<file path="config.mk">
export PLATFORM = sky130hd
export DESIGN_NAME = pipe_skid_buffer
export DESIGN_NICKNAME = d
export VERILOG_FILES = /design/src/rtl/pipe_skid_buffer.sv
export SDC_FILE = /design/constraint.sdc
export NUM_CORES = 1
export LEC_CHECK = 0
export BUFFER_PORTS_ARGS = -buffer_cell sky130_fd_sc_hd__buf_2
export CORE_MARGIN = 2
export CORE_UTILIZATION = 50
export DETAILED_ROUTE_END_ITERATION = 12
export MAX_ROUTING_LAYER = met4
export PLACE_DENSITY = 0.74
export SLEW_MARGIN = 25
export SYNTH_ARGS = -nofsm -noshare
export SYNTH_HDL_FRONTEND = slang
export SYNTH_SLANG_ARGS = --single-unit
export TNS_END_PERCENT = 50
</file>
<file path="constraint.sdc">
create_clock -name clk -period 1.75 [get_ports clk]
set_input_delay 0.175 -clock clk [delete_from_list [all_inputs] [get_ports clk]]
set_output_delay 0.175 -clock clk [all_outputs]
set_load 0.005 [all_outputs]
</file>
<file path="src/rtl/pipe_skid_buffer.sv">
// Two-entry elastic pipeline register with registered in_ready/out_valid.
// Optional synchronous flush port enabled by defining SKID_FLUSH_EN.
module pipe_skid_buffer #(
  parameter int WIDTH = 8
) (
  input  logic             clk,
  input  logic             reset,
  input  logic             in_valid,
  input  logic [WIDTH-1:0] in_data,
  output logic             in_ready,
  output logic             out_valid,
  output logic [WIDTH-1:0] out_data,
`ifdef SKID_FLUSH_EN
  input  logic             flush,
`endif
  input  logic             out_ready
);

  // state | meaning
  // EMPTY | no word held; main reg is stale
  // BUSY  | one word in main reg, presented on out_data
  // FULL  | main holds head, skid holds the next word; upstream stalled
  typedef enum logic [1:0] {
    EMPTY = 2'd0,
    BUSY  = 2'd1,
    FULL  = 2'd2
  } state_t;

  state_t           state_q, state_d;
  logic [WIDTH-1:0] main_q, main_d;
  logic [WIDTH-1:0] skid_q, skid_d;
  logic             in_ready_q, in_ready_d;
  logic             out_valid_q, out_valid_d;
  logic             accept;
  logic             pop;

  assign accept = in_valid & in_ready_q;
  assign pop    = out_valid_q & out_ready;

  always_comb begin
    state_d = state_q;
    main_d  = main_q;
    skid_d  = skid_q;
    case (state_q)
      EMPTY: begin
        if (accept) begin
          state_d = BUSY;
          main_d  = in_data;
        end
      end
      BUSY: begin
        case ({accept, pop})
          2'b10: begin
            state_d = FULL;
            skid_d  = in_data;
          end
          2'b11: main_d = in_data;
          2'b01: state_d = EMPTY;
          default: state_d = BUSY;
        endcase
      end
      FULL: begin
        if (pop) begin
          state_d = BUSY;
          main_d  = skid_q;
        end
      end
      default: state_d = EMPTY;
    endcase
`ifdef SKID_FLUSH_EN
    // Flush wins over any accept/pop in the same cycle; data regs are don't-care.
    if (flush) begin
      state_d = EMPTY;
    end
`endif
  end

  // Handshake outputs are decoded from the next state so they come straight from flops.
  assign in_ready_d  = (state_d != FULL);
  assign out_valid_d = (state_d != EMPTY);

  always_ff @(posedge clk or negedge reset) begin
    if (!reset) begin
      state_q     <= EMPTY;
      main_q      <= '0;
      skid_q      <= '0;
      in_ready_q  <= 1'b1;
      out_valid_q <= 1'b0;
    end else begin
      state_q     <= state_d;
      main_q      <= main_d;
      skid_q      <= skid_d;
      in_ready_q  <= in_ready_d;
      out_valid_q <= out_valid_d;
    end
  end

  assign in_ready  = in_ready_q;
  assign out_valid = out_valid_q;
  assign out_data  = main_q;

endmodule

</file>
==> metrics.csv, run 1 <==
metric,value,unit
path_clk_slew,110,ps
avgSynthCellArea,14.6,sq um
synth_compound_area_share,9.27,%
hold_viol_final,0,
areaGrowthSynthToFinish,20.2,%
grt_max_degree,21,
gp_congestion,0.812,
rsz0062_at_grt,no,
slew_headroom,68.1,%
cts_sinks,20,
leakage,0.484,nW
grt_pass1_vias,548,
end_kind,flip-flop,
vdd_drop_max,872,uV
die_h,46.5,um
fin_nets,102,
setup_tns,0,ps
dr.pass1.iters,2,
synthAdderAreaFrac,0,%
drv_cap,0,
insertedDiodeCount,0,
antenna_found_initial,0,
cts.path.max_buffers,2,
run_status,"complete, no violations",
post_drt_wl_per_cell,13.6,um
power_density,1590,nW/um^2
start_kind,flip-flop,
synth-xor-area-share,0,%
worst_pin_slew,478,ps
num_rows,15,
drt_iter0_markers,1,
cp_cell_sequence,nand2_1 -> o32ai_4 -> mux2_2,
crit_arrival,1810,ps
overflow,0,
fmax,609,MHz
hp-start,in_data[4],
synth_seq_cells,20,
drive_gt1_share,60.7,%
period_needed,1640,ps
drv_slew,0,
syn_nets,74,
r2r_start,in_ready,
ys_types,17,
grt.total_usage,17.8,%
path_max_fanout,8,
cts_made_buffers,3,
htreeDepth,1,
synth_simple_gate_area_share,4.84,%
io_pins,22,
synthCells,62,
die_area,2170,sq um
slowest_stage,dfstp_2,
finalSetupViolations,0,
antenna_left,0,
grt_pass1_wl,2570,um
cts_tree,yes,
crit_type,flip-flop to flip-flop,
drt_wl_total,1550,um
period_share,93.9,%
cts-root-buf,clkbuf_4,
nFillCells,141,
drc,0,
core_area,1710,sq um
hpwl,1190,um
seq_area_frac_synth,55.5,%
startpoint,in_ready,
synth_top_family_by_area,multiplexers,
muxShareOfSynthArea,29.9,%
yosys_warnings,0,
syn_area,905,sq um
hold_path_class,primary input to flip-flop,
post-place-ws,92.8,ps
die_x,46.5,um
cpPeakStageDelay,560,ps
port_buffers,21,
fin_ws,107,ps
worstPathRequired,1920,ps
clk_latency,290,ps
postCtsSetupRepairBufs,0,
start_util,53.0,%
via_per_inst,5.11,
clock_skew,12.2,ps
vias,582,
-- power by group --
group          internal, mW  switching, mW  total (mW)
registers             0.694          0.142       0.836
clock network        0.0883          0.125       0.214
logic                 0.414          0.265       0.679
-- cells in the final DEF (no fill, tap or decap) --
cell type	netlist	layout
mux2_2	24	24
buf_2	1	21
dfrtp_1	19	19
a21oi_1	4	4
clkbuf_4	0	3
nand2_1	2	2
buf_4	0	2
a21boi_2	1	1
and4_1	1	1
and3b_1	1	1
a31oi_1	1	1
o22ai_1	1	1
nor2b_1	1	1
nand2b_1	1	1
o21ai_0	1	1
a21o_1	1	1
o32ai_4	1	1
nand2_2	1	1
clkbuf_1	0	1
dlygate4sd3_1	0	1
dfstp_2	1	1
-- worst max-delay path: cells and delay by family, from the launching register on --
kind	cells	cell delay [ps]
and+or+nand+nor	1	100
AOI/OAI and AO/OA	1	480
DFF	1	560
muxes	1	400
-- stage by stage --
stage | hold WS [ps] | cells | utilization (%) | instance area (sq um) | power, mW
after global routing | 117 | 114 | 63.7 | 1090 | 1.85
final | 121 | 114 | 63.7 | 1090 | 1.73
after floorplan | -121 | 62 | - | 905 | 1.29
after global placement | 138 | 109 | 61.5 | 1050 | 1.50
after detailed placement | 146 | 109 | 61.5 | 1050 | 1.54
after CTS | 116 | 114 | 63.7 | 1090 | 1.76
-- repair_timing --
action	CTS	global route
hold buffers	1	0
resized for setup	0	0
endpoints found under the hold margin	19	0
-- final timing paths --
check	cells past startpoint	slack [ps]	endpoint
setup / recovery	3	110	out_data[3]
max in group asynchronous	2	1050	in_ready
setup reg to reg	3	110	out_data[3]
hold reg to reg	1	510	out_data[0]
min in group asynchronous	2	350	skid_q[4]
hold / removal	2	120	skid_q[4]
-- logic make-up after synthesis --
group / Yosys count
multiplexers: 24
AO/OA/AOI/OAI: 10
AND/OR/NAND/NOR: 7
buffers and inverters: 1
flip-flops: 20
-- synthesized netlist by cell type --
master / number / area, sq um
mux2_2: 24 / 270
dfrtp_1: 19 / 475
a21oi_1: 4 / 20.0
nand2_1: 2 / 7.51
a21boi_2: 1 / 11.3
a21o_1: 1 / 7.51
a31oi_1: 1 / 6.26
and3b_1: 1 / 8.76
and4_1: 1 / 8.76
buf_2: 1 / 5.00
dfstp_2: 1 / 26.3
nand2_2: 1 / 6.26
nand2b_1: 1 / 6.26
nor2b_1: 1 / 6.26
o21ai_0: 1 / 5.00
o22ai_1: 1 / 6.26
o32ai_4: 1 / 27.5
-- metal layers --
layer / track usage [%] / vias up / share of wire (%)
met5: - / - / 0
met4: 5.14 / 0 / 0.77
met3: 2.35 / 2 / 2.8
met2: 28.9 / 8 / 51
met1: 23.2 / 285 / 45
li1: - / 287 / -
-- sequential cells by signal (all words and copies together), names as in the netlist --
signal / flops
in_ready: 1
skid_q: 8
state_q: 2
out_data: 8
out_valid: 1
-- layout make-up --
class | instances | area, sq um | area share (%)
clock buffer | 4 | 26.3 | 2.42
multi-input combinational | 41 | 398 | 36.6
sequential | 20 | 502 | 46.1
tap | 25 | 31.3 | 2.88
timing repair buffer | 24 | 130 | 12.0
Note: power is estimated with default switching activity, not from simulation.
==> inputs of run 2 (changes only) <==
--- a/config.mk
+++ b/config.mk
@@ -10,7 +10,7 @@
 export CORE_UTILIZATION = 50
 export DETAILED_ROUTE_END_ITERATION = 12
 export MAX_ROUTING_LAYER = met4
-export PLACE_DENSITY = 0.74
+export PLACE_DENSITY = 0.75
 export SLEW_MARGIN = 25
 export SYNTH_ARGS = -nofsm -noshare
 export SYNTH_HDL_FRONTEND = slang
==> run 2 against run 1 <==
Via count up 1.2%. Combinational power about the same. Global-route usage up 0.51 points. Setup slack worse by 3.4 ps. Core utilization unchanged. Critical path depth unchanged. Fmax down 0.20%. Clock power up 8%. Count of clock-buffer cells in the layout unchanged. Flip-flop and latch count unchanged. Final cell count unchanged. Critical path type unchanged.
==> metrics.csv, run 2 (same netlist as run 1, synthesis figures left out) <==
metric,value,unit
run_status,"complete, no violations",
clock_skew,7.48,ps
worst_pin_slew,488,ps
grt_pass1_wl,2530,um
overflow,0,
port_buffers,21,
switchingPower,553,uW
clk_latency,310,ps
drt_iter0_markers,7,
slowest_stage,dfstp_2,
period_needed,1650,ps
dr.pass1.iters,3,
finalSetupViolations,0,
drive_gt1_share,60.7,%
hold_viol_final,0,
rrSetupSlack,100,ps
start_util,53.0,%
maxUsedRoutingLayer,met4,
drv_slew,0,
min_path_cells,2,
seq_power_share,47.9,%
cts_made_buffers,3,
antenna_left,0,
worstPathRequired,1950,ps
cts_sinks,20,
wl_met2,710,um
rsz0062_at_grt,no,
r2r_end,out_data[0],
drc,0,
end_kind,flip-flop,
reg2regPathDepth,3,
path_clk_slew,110,ps
cp_cell_sequence,nand2_1 -> o32ai_4 -> mux2_2,
hpwl,1150,um
path_max_fanout,8,
setup_tns,0,ps
r2r_start,in_ready,
wl_met3,66,um
p_clk_share,13.2,%
num_rows,15,
die_h,46.5,um
fmax,607,MHz
hold_path_class,primary input to flip-flop,
insertedDiodeCount,0,
layout_commonest_cell,mux2_2,
htreeDepth,1,
via_per_inst,5.17,
cp_top_family,flip-flops,
grt_pass1_vias,554,
crit_buf_inv,0,
leakage,0.484,nW
drt-met1-wl,767,um
fin_util,63.7,%
core_area,1710,sq um
io_pins,22,
fin_nets,102,
crit_arrival,1840,ps
antenna_found_initial,0,
cts_tree,yes,
vdd_drop_max,912,uV
drv_cap,0,
intPower,1.20,mW
period_share,94.1,%
vias,589,
areaGrowthSynthToFinish,20.2,%
start_kind,flip-flop,
swShare,31.6,%
final_cell_mix,"mux2_2 (24), buf_2 (21), dfrtp_1 (19)",
hp-start,in_data[4],
drt_wl_total,1590,um
p_comb_share,38.9,%
power_density,1610,nW/um^2
die_x,46.5,um
crit_type,flip-flop to flip-flop,
gp_congestion,0.817,
grt.total_usage,18.3,%
cpPeakStageDelay,560,ps
cts-root-buf,clkbuf_4,
grt_max_degree,21,
cts.path.max_buffers,2,
slew_headroom,67.5,%
hold_end,skid_q[4],
die_area,2170,sq um
post_drt_wl_per_cell,13.9,um
## run 2: worst max-delay path by stage
stage | slack (ps) | startpoint | end | cells past startpoint
after floorplan | 230 | in_ready | out_data[0] | 3
final | 100 | in_ready | out_data[0] | 3
after detailed placement | 90 | in_ready | out_data[3] | 3
after CTS | 80 | in_ready | out_data[0] | 3
after global routing | 20 | in_ready | out_data[1] | 3
after global placement | 140 | in_ready | out_data[6] | 3
## run 2: metrics by stage
stage | instances | power [mW] | area, sq um | hold WS, ps | setup WS [ps]
after floorplan | 62 | 1.29 | 905 | -121 | 227
after global placement | 109 | 1.50 | 1050 | 138 | 135
after detailed placement | 109 | 1.54 | 1050 | 141 | 90.5
after CTS | 114 | 1.77 | 1090 | 102 | 80.6
after global routing | 114 | 1.87 | 1090 | 100 | 15.2
final | 114 | 1.75 | 1090 | 106 | 104
## run 2: power groups by stage
stage / registers, mW / logic, mW / clock network (mW)
6_report: 0.838 / 0.680 / 0.232
4_1_cts: 0.840 / 0.692 / 0.236
2_1_floorplan: 0.831 / 0.458 / 0
3_3_place_gp: 0.835 / 0.668 / 0
5_1_grt: 0.869 / 0.749 / 0.252
3_5_place_dp: 0.849 / 0.688 / 0
## run 2: cell type report
class                      instances  area (sq um)
fill                             149           621
sequential                        20           502
multi-input combinational         41           398
timing repair buffer              24           130
tap                               25          31.3
clock buffer                       4          26.3
## run 2: worst register-to-register path, delay by kind of cell (launching register included)
family	cells	cell delay, ps
and+or+nand+nor	1	100
DFF	1	560
AOI/OAI and AO/OA	1	490
muxes	1	390
## run 2: per-layer routing
layer | GRT usage [%] | up-vias
met1 | 24.3 | 284
met2 | 25.0 | 14
met3 | 4.71 | 5
met4 | 10.3 | 0
li1 | - | 286
met5 | - | -
## run 2: timing repair
| action | 4_1_cts | 5_1_grt |
|---|---|---|
| gates resized for setup | 0 | 0 |
| hold buffers | 1 | 0 |
| endpoints found under the hold margin | 19 | 0 |
| setup buffers | 0 | 0 |
==> inputs of run 3 (changes only) <==
--- a/config.mk
+++ b/config.mk
@@ -6,11 +6,14 @@
 export NUM_CORES = 1
 export LEC_CHECK = 0
 export BUFFER_PORTS_ARGS = -buffer_cell sky130_fd_sc_hd__buf_2
+export CELL_PAD_IN_SITES_DETAIL_PLACEMENT = 1
+export CELL_PAD_IN_SITES_GLOBAL_PLACEMENT = 1
+export CORE_ASPECT_RATIO = 0.7
 export CORE_MARGIN = 2
-export CORE_UTILIZATION = 50
+export CORE_UTILIZATION = 41
 export DETAILED_ROUTE_END_ITERATION = 12
 export MAX_ROUTING_LAYER = met4
-export PLACE_DENSITY = 0.75
+export PLACE_DENSITY_LB_ADDON = 0.1
 export SLEW_MARGIN = 25
 export SYNTH_ARGS = -nofsm -noshare
 export SYNTH_HDL_FRONTEND = slang
==> run 3 against run 2 <==
Via count rose by 3.4%. Clock power rose by 59%. First-iteration DRC count rose by 86%. Count of clock-buffer cells in the layout fell by 1. Combinational power rose by 1%. Highest routed layer unchanged. Core utilization fell by 11 points. Wire length rose by 9.0%. Final area rose by 3.2%. Critical path type unchanged. Worst hold slack improved by 6.9 ps.
==> metrics.csv, run 3 (same netlist as run 1, synthesis figures left out) <==
metric,value,unit
vias,609,
gp_congestion,0.780,
period_share,95.1,%
die_area,2600,sq um
drive_gt1_share,61.8,%
r2r_end,out_data[2],
via_per_inst,5.03,
run_status,"complete, no violations",
post_drt_wl_per_cell,14.3,um
grt_max_degree,21,
cts-root-buf,clkbuf_4,
hold_path_class,primary input to flip-flop,
grt_pass1_vias,678,
finalSetupViolations,0,
worst_pin_slew,477,ps
insertedDiodeCount,0,
drv_slew,0,
worstPathRequired,1940,ps
cts_sinks,20,
placed_cells,116,
hold_end,skid_q[7],
end_kind,flip-flop,
hold_viol_final,0,
start_util,42.7,%
min_path_cells,2,
dr.pass1.iters,2,
power,1.89,mW
leakage,0.497,nW
grt.total_usage,17.2,%
grt_pass1_wl,3050,um
r2r_start,in_ready,
antenna_left,0,
finalInstanceArea,1120,sq um
drt_iter0_markers,13,
power_density,1690,nW/um^2
vdd_drop_max,628,uV
core_area,2120,sq um
areaGrowthSynthToFinish,24.1,%
cts.path.max_buffers,2,
ctsResizeCount,0,
fin_cells,121,
start_kind,flip-flop,
antenna_found_initial,0,
path_max_fanout,8,
reg2regPathDepth,3,
slew_headroom,68.2,%
setup_tns,0,ps
port_buffers,21,
die_x,60.1,um
clk_latency,300,ps
overflow,0,
rrSetupSlack,90,ps
htreeDepth,1,
clock_skew,7.69,ps
drt_wl_total,1730,um
final_cell_mix,"mux2_2 (24), buf_2 (21), dfrtp_1 (19)",
path_clk_slew,110,ps
drc,0,
cts_tree,yes,
die_h,43.3,um
hp-start,in_data[7],
num_rows,14,
fmax,601,MHz
hpwl,1330,um
layout_commonest_cell,mux2_2,
drv_cap,0,
cts_made_buffers,3,
crit_type,flip-flop to flip-flop,
io_pins,22,
period_needed,1660,ps
rsz0062_at_grt,no,
crit_arrival,1850,ps
dpl_cell_area,1060,sq um
fin_nets,102,
[run 3: worst max path at each step]
stage / endpoint / from / depth (start not counted) / slack, ps
3_3_place_gp: out_data[5] / in_ready / 3 / 130
3_5_place_dp: out_data[2] / in_ready / 3 / 100
4_1_cts: out_data[2] / in_ready / 3 / 70
2_1_floorplan: out_data[0] / in_ready / 3 / 230
5_1_grt: out_data[2] / in_ready / 3 / 1
6_report: out_data[2] / in_ready / 3 / 90
[run 3: metal layers]
layer / global-route usage, % / share of wire [%] / vias to the layer above / wire, um
li1: - / - / 285 / -
met1: 19.3 / 42 / 308 / 732
met2: 27.8 / 51 / 11 / 879
met3: 6.40 / 5.2 / 5 / 89
met4: 6.67 / 1.4 / 0 / 25
met5: - / 0 / - / 0
[run 3: critical path: stages (launching register included)]
cell and delay (ps):
dfstp_2 570, nand2_1 100, o32ai_4 480, mux2_2 400
[run 3: power by group]
part           switching, mW  internal [mW]
Clock                  0.136          0.232
Combinational          0.273          0.414
Sequential             0.146          0.694
[run 3: timing repair]
| item | 4_1_cts | 5_1_grt |
|---|---|---|
| setup buffers | 0 | 0 |
| endpoints found under the hold margin | 19 | 0 |
| hold buffers | 1 | 0 |
[run 3: area by class of cell]
cell class / count / area, sq um
Clock buffer: 3 / 22.5
Timing Repair Buffer: 24 / 130
Multi-Input combinational cell: 41 / 398
Sequential cell: 20 / 502
Clock inverter: 1 / 30.0
Tap cell: 32 / 40.0
Fill cell: 230 / 997
[run 3: through the flow]
step | setup WS (ps) | utilization [%] | hold slack, ps
after global placement | 134 | 50.0 | 151
after floorplan | 227 | - | -121
after detailed placement | 102 | 50.0 | 145
after global routing | 1.38 | 53.0 | 98.4
after CTS | 71.0 | 53.0 | 97.2
final | 85.5 | 53.0 | 112
